===== config.mk =====
export PLATFORM = sky130hd
export DESIGN_NAME = seg7_scan_reader
export DESIGN_NICKNAME = d
export VERILOG_FILES = /design/src/rtl/seg7_scan_reader.sv
export SDC_FILE = /design/constraint.sdc
export NUM_CORES = 1
export LEC_CHECK = 0
export ABC_AREA = 1
export BUFFER_PORTS_ARGS = -buffer_cell sky130_fd_sc_hd__buf_2
export CORE_UTILIZATION = 34
export CTS_BUF_LIST = sky130_fd_sc_hd__clkbuf_8
export DETAILED_ROUTE_END_ITERATION = 10
export GPL_TIMING_DRIVEN = 0
export SYNTH_ARGS = -nofsm -noshare
export SYNTH_HDL_FRONTEND = slang
export SYNTH_SLANG_ARGS = --single-unit

===== constraint.sdc =====
create_clock -name clk -period 3.2 [get_ports clk]
set_clock_uncertainty 0.2 [all_clocks]
set_input_delay 0.48 -clock clk [delete_from_list [all_inputs] [get_ports clk]]
set_output_delay 0.48 -clock clk [all_outputs]
set_load 0.03 [all_outputs]

===== src/rtl/seg7_scan_reader.sv =====
// Multiplexed 7-segment bus reader: filters strobes, decodes segments back to BCD.
// Optional hex glyph support (A..F) when SEG7_HEX_EN is defined.
module seg7_scan_reader #(
  parameter int NUM_DIGITS    = 4,
  parameter int STABLE_CYCLES = 3
) (
  input  logic                    clk,
  input  logic                    rst_n,
  input  logic [6:0]              seg,
  input  logic [NUM_DIGITS-1:0]   dig_sel,
  input  logic                    err_clr,
  output logic [4*NUM_DIGITS-1:0] bcd,
  output logic [NUM_DIGITS-1:0]   digit_valid,
  output logic                    frame_done,
  output logic                    err
);

  typedef enum logic [1:0] {IDLE, COLLECT, DONE} state_t;

  localparam logic [3:0] STABLE_C = 4'(STABLE_CYCLES);

  state_t                  state, state_nx;
  logic [6:0]              samp_seg;
  logic [NUM_DIGITS-1:0]   samp_sel;
  logic [3:0]              cnt;
  logic [NUM_DIGITS-1:0]   seen;

  logic                    same, accept;
  logic                    sel_onehot, sel_multi;
  logic                    seg_legal;
  logic [3:0]              seg_val;
  logic                    complete, err_set;

  // Returns {legal, value}; blank (00) is reported as not legal.
  function automatic logic [4:0] decode(input logic [6:0] s);
    logic [4:0] r;
    r = 5'b0_0000;
    case (s)
      7'h7E: r = {1'b1, 4'd0};
      7'h30: r = {1'b1, 4'd1};
      7'h6D: r = {1'b1, 4'd2};
      7'h79: r = {1'b1, 4'd3};
      7'h33: r = {1'b1, 4'd4};
      7'h5B: r = {1'b1, 4'd5};
      7'h5F: r = {1'b1, 4'd6};
      7'h70: r = {1'b1, 4'd7};
      7'h72: r = {1'b1, 4'd7};
      7'h7F: r = {1'b1, 4'd8};
      7'h7B: r = {1'b1, 4'd9};
      7'h73: r = {1'b1, 4'd9};
`ifdef SEG7_HEX_EN
      7'h77: r = {1'b1, 4'd10};
      7'h1F: r = {1'b1, 4'd11};
      7'h4E: r = {1'b1, 4'd12};
      7'h3D: r = {1'b1, 4'd13};
      7'h4F: r = {1'b1, 4'd14};
      7'h47: r = {1'b1, 4'd15};
`else
      7'h1F: r = {1'b1, 4'd6};
`endif
      default: r = 5'b0_0000;
    endcase
    return r;
  endfunction

  assign same       = ({seg, dig_sel} == {samp_seg, samp_sel});
  // Accept exactly on the edge where the count reaches STABLE_CYCLES.
  assign accept     = same ? (cnt == STABLE_C - 4'd1) : (STABLE_C == 4'd1);
  assign sel_onehot = (dig_sel != '0) && ((dig_sel & (dig_sel - NUM_DIGITS'(1))) == '0);
  assign sel_multi  = (dig_sel != '0) && !sel_onehot;
  assign {seg_legal, seg_val} = decode(seg);

  assign complete   = accept && sel_onehot && ((seen | dig_sel) == '1);
  assign err_set    = accept && (sel_multi || (sel_onehot && !seg_legal && (seg != 7'h00)));
  assign frame_done = (state == DONE);

  always_ff @(posedge clk or negedge rst_n) begin
    if (!rst_n) begin
      samp_seg <= '0;
      samp_sel <= '0;
      cnt      <= '0;
    end else if (!same) begin
      samp_seg <= seg;
      samp_sel <= dig_sel;
      cnt      <= 4'd1;
    end else if (cnt != STABLE_C) begin
      cnt <= cnt + 4'd1;
    end
  end

  always_ff @(posedge clk or negedge rst_n) begin
    if (!rst_n) state <= IDLE;
    else        state <= state_nx;
  end

  always_comb begin
    state_nx = state;
    case (state)
      IDLE: begin
        if (complete)                   state_nx = DONE;
        else if (accept && sel_onehot)  state_nx = COLLECT;
      end
      COLLECT: if (complete) state_nx = DONE;
      DONE:    state_nx = complete ? DONE : COLLECT;
      default: state_nx = IDLE;
    endcase
  end

  always_ff @(posedge clk or negedge rst_n) begin
    if (!rst_n) begin
      bcd         <= '0;
      digit_valid <= '0;
      seen        <= '0;
      err         <= 1'b0;
    end else begin
      if (accept && sel_onehot) begin
        for (int unsigned i = 0; i < NUM_DIGITS; i++) begin
          if (dig_sel[i]) begin
            if (seg_legal) begin
              bcd[4*i +: 4]  <= seg_val;
              digit_valid[i] <= 1'b1;
            end else begin
              digit_valid[i] <= 1'b0;
            end
          end
        end
        seen <= complete ? '0 : (seen | dig_sel);
      end
      if (err_set)      err <= 1'b1;
      else if (err_clr) err <= 1'b0;
    end
  end

endmodule


**Yosys cells after proc, flatten, opt, wreduce, memory -nomap -nowiden**

Cells that the tools add are included.
W data, S select, Z words.

- Register bits after elaboration: 42
- Bits of input ports: 14
- Output and inout bits: 22
- Word-level logic and storage cells: 80

- Add/sub/neg operators: 2
- Equality and inequality tests: 22
- Muxes and demuxes: 13
- Bitwise logic cells: 2
- Reduce and logical (&&, ||, !) cells: 27

Operator list:

| operator | count |
|---|---|
| $eq A7 B7 Y1 const B | 10 |
| $pmux W5 S10 | 1 |
| $eq A7 B6 Y1 const B | 2 |
| $mux W4 | 3 |
| $reduce_and A3 Y1 | 4 |
| $eq A11 B11 Y1 | 1 |
| $reduce_and A2 Y1 | 5 |
| $mux W2 | 4 |
| $eq A7 B5 Y1 const B | 1 |
| $logic_and A1 B1 Y1 | 7 |
| $reduce_bool A7 Y1 | 1 |
| $pmux W2 S3 | 1 |
| $reduce_or A2 Y1 | 3 |
| $add A4 B1 Y4 const B | 1 |
| $and A4 B4 Y4 | 1 |
| $eq A4 B2 Y1 const B | 1 |
| $eq A4 B4 Y1 const B | 1 |
| $logic_not A4 Y1 | 1 |
| $mux W1 | 4 |
| $ne A4 B2 Y1 const B | 1 |
| $or A4 B4 Y4 | 1 |
| $reduce_bool A4 Y1 | 1 |
| $sub A4 B1 Y4 const B | 1 |
| $ne A3 B3 Y1 const B | 1 |
| 8 further kinds | 9 |

**Longest topological paths before layout**

- Depth in word-level cells: 9
- Depth in mapped cells: 13
- Gate-level depth less buffers: 11

**Least setup slack after synthesis**

OpenSTA, ideal clock, no wires.

- Kind: input -> register
- Start: input seg[4]
- End: register bcd[10]
- Library setup time: 0.118 ns
- Arrival: 1.502 ns
- Data required time: 2.882 ns
- Slack: 1.380 ns
- Stages: 13
- Path buffers: 2
- Path through: buf_4 inv_2 nand2_1 nand2_1 nor2_1 nand2_1 nor2_2 nand3_2 nor2_2 buf_6 nand2_2 nand2_1 nand2_1

- Word-level cells in the longest chain between the ends: 4
- Elaborated cells on any way between the ends: 21

Ends and longest elaborated chain:

| item | RTL line | RTL |
|---|---|---|
| start, declared | 9 | `input logic [6:0] seg,` |
| $eq A7 B5 Y1, or another cell as far along | 38 | `case (s)` |
| $reduce_or A2 Y1 (no source line) / $mux W1 (equally long branches) | n/a |  |
| $pmux W5 S10 / $logic_and A1 B1 Y1 (equally long branches) | 38, 116 |  |
| $reduce_and A3 Y1 (no source line) | n/a |  |
| end signal, assigned by index | 120 | `bcd[4*i +: 4] <= seg_val;` |
| end, declared | 12 | `output logic [4*NUM_DIGITS-1:0] bcd,` |

Several ways; a longest one is shown, not always the timed one.
A chain may end at the register's enable or synchronous reset.

**Final worst setup path**

- Start: register samp_seg[3]
- End: register bcd[8]

- Word-level cells in the longest chain between the ends: 4

Ends and longest elaborated chain:

| item | RTL line | RTL |
|---|---|---|
| start, declared | 23 | `logic [6:0] samp_seg;` |
| start signal, assigned | 83 | `samp_seg <= seg;` |
| $eq A11 B11 Y1 | 66 | `assign same = ({seg, dig_sel} == {samp_seg, samp_sel});` |
| $mux W1 | 68 | `assign accept = same ? (cnt == STABLE_C - 4'd1) : (STABLE_C == 4'd1);` |
| $logic_and A1 B1 Y1 | 116 | `if (accept && sel_onehot) begin` |
| $reduce_and A3 Y1 (no source line) | n/a |  |

Every way passes these cells.

==> flow_summary.ini <==
[detailed_routing]
drt-vias-per-instance = 4.57
wire_per_inst_um = 11.3
drt_iter0_markers = 87
drcViolationCount = 1
wirelength_um = 4850
dr_total_vias = 1957
ant_nets = 0
drtPass1Iterations = 8

[timing]
tightest_slew_ns = 0.926
relSlewSlack_pct = 38.3
final_hold_viol_count = 0
setup_viol = 0
setup_tns_ns = 0
post-route-period-util_pct = 59.3
rsz0062_at_grt = no
max_freq_ghz = 0.527
final_max_slew_viol_count = 0
hold_ws_ns = 0.106
fin_crit_ns = 1.90

[clock_network]
cts_tree = built
clk_latency_ns = 0.29
clockBufferDepth = 2
root_buffer = clkbuf_8
htreeDepth = 2
cts_inserted_buffers = 5
cts_setup_buffers = 0
cts_resized = 0
numClockSinks = 42
clk_pin_slew_ns = 0.09
cts_hold_buffers = 0

[hold_path]
hold_class = in -> async

[outcome]
status = complete, but fails checks
violations = DRC

[synthesis]
yosys.area.top_type = dfrtp_1
synthCells = 309
yosysWarnings = 0
synth_nets = 325
syn_area_sq_um = 2280
synth-seq-cells = 42
async_reset_ff_share_pct = 100
synth_commonest_cells = nand2_1 (121), dfrtp_1 (42), nor2_1 (30), inv_1 (23), nand3_1 (21)
synthFlopType = dfrtp_1
ys_top_cells_by_area = dfrtp_1 (46%), nand2_1 (20%), nor2_1 (4.9%), nand3_1 (4.6%), inv_1 (3.8%)
syn_area_per_cell_sq_um = 7.37
synth-edff-count = 0
synthDistinctLibCells = 30
seq_area_frac_synth_pct = 46.2
yosysMostFrequentCell = nand2_1
yosysTopAreaCellShare_pct = 46.2

[power]
intPower_w = 0.000721
cellPowerDensity_nw_per_um2 = 374
switchingPower_w = 0.000264
p_sw_share_pct = 26.8
seq_power_share_pct = 54.9
leakage_nw = 1.51
ir_worst_vdd_mv = 0.160
clockPowerShare_pct = 35.4
pwr-share-comb_pct = 9.7

[critical_path]
crit_fanout = 10
crit_type = reg -> reg
critical_path_arrival_ns = 1.90
startpoint_type = flip-flop
critPathCaptureType = flip-flop
required_ns = 3.20

[floorplan]
die_w_um = 83.8
dieHeight_um = 83.8
fp-row-count = 29
initial_utilization_pct = 35.4
ioPinCount = 36
fp.coreArea_sq_um = 6420
dieArea_sq_um = 7020

[cells_and_area]
finalInstanceArea_sq_um = 2630
n_antenna_cell = 0
drive_gt1_share_pct = 20.8
nets = 366
syn_to_final_growth_pct = 15.7

[place]
io_buffers = 34
place_hpwl_um = 3640
gp_congestion = 0.805
dpl_cell_area_sq_um = 2540

[grt]
grt_use_total_pct = 15.2
grt_max_degree = 43
antenna_found_initial = 0
grt_overflow = 0
grt_pass1_vias = 1911
grt_pass1_wl_um = 8520

[flow_run]
cap_violations = 0
## cell type report
cell class / count / area [sq um]
tap: 77 / 96.3
sequential: 42 / 1050
multi-input combinational: 221 / 1040
clock inverter: 3 / 21.3
buffer: 15 / 72.6
timing repair buffer: 34 / 170
clock buffer: 5 / 68.8
fill: 686 / 3790
inverter: 31 / 116
## flip-flops by register name, summed over array words and instances, names as in the netlist
name and flops:
bcd 16, cnt 4, digit_valid 4, err 1
samp_seg 7, samp_sel 4, seen 4, state 2
## final timing paths
check / end / slack (ns) / cells after the start / start
min: samp_seg[2] / 0.11 / 1 / rst_n
max: bcd[8] / 1.30 / 9 / samp_seg[3]
min in group clk: err / 0.20 / 4 / err_clr
max reg2reg: bcd[8] / 1.30 / 9 / samp_seg[3]
max in group asynchronous: cnt[2] / 2.11 / 1 / rst_n
min reg2reg: bcd[2] / 0.27 / 2 / bcd[2]
## layer usage
metal  up-vias  part of all wire [%]  global-route usage (%)
met3         7                   3.9                    3.76
met1       886                    49                    19.1
met2        34                    46                    25.3
li1       1030                     -                       -
met5         -                     0                       0
met4         0                   1.8                    5.64
## power groups by stage
stage                     Combinational (W)  Sequential [W]  Clock, W
after global routing               0.000111        0.000542  0.000381
after global placement            0.0000964        0.000551         0
final                             0.0000956        0.000541  0.000349
after floorplan                   0.0000592        0.000551         0
after detailed placement          0.0000974        0.000552         0
after CTS                         0.0000978        0.000541  0.000363
## metrics by stage
step	util [%]	std cells	power, W	worst slack (ns)
final	41.0	428	0.000986	1.30
after global routing	41.0	428	0.00103	1.15
after CTS	41.0	428	0.00100	1.30
after detailed placement	39.6	420	0.000649	1.07
after global placement	39.6	420	0.000648	1.09
after floorplan	-	309	0.000610	1.38
## cells by family (layout without fill, tap and decap cells)
logic type	count (synthesis)	after routing	share of synthesized area [%]
and+or+nand+nor	199	199	38.2
adders and majority gates	2	2	1.10
AOI/OAI and AO/OA	15	15	4.29
xor gates and xnor gates	5	5	1.92
buffers and inverters	46	88	8.30
DFF	42	42	46.2
## layout by cell type (no fill, tap or decap), drive strengths merged
cell,instances
a211oi,1
a21oi,7
buf,38
clkbuf,16
clkinv,2
clkinvlp,1
dfrtp,42
ha,2
inv,31
nand2,125
nand3,23
nand3b,4
nand4,6
nor2,37
nor3,1
nor3b,1
nor4,1
o21a,1
o21ai,5
o21bai,1
or2,1
xnor2,5
## critical path, stage by stage, from the launching register on
cell	delay [ns]
dfrtp_1	0.38
xnor2_1	0.28
nand2_1	0.09
nor2_1	0.21
nand3_2	0.12
nor2_2	0.14
buf_6	0.16
nand2_2	0.09
nand2_1	0.08
nand2_1	0.04
No activity file was read; power rests on OpenSTA's default activity.
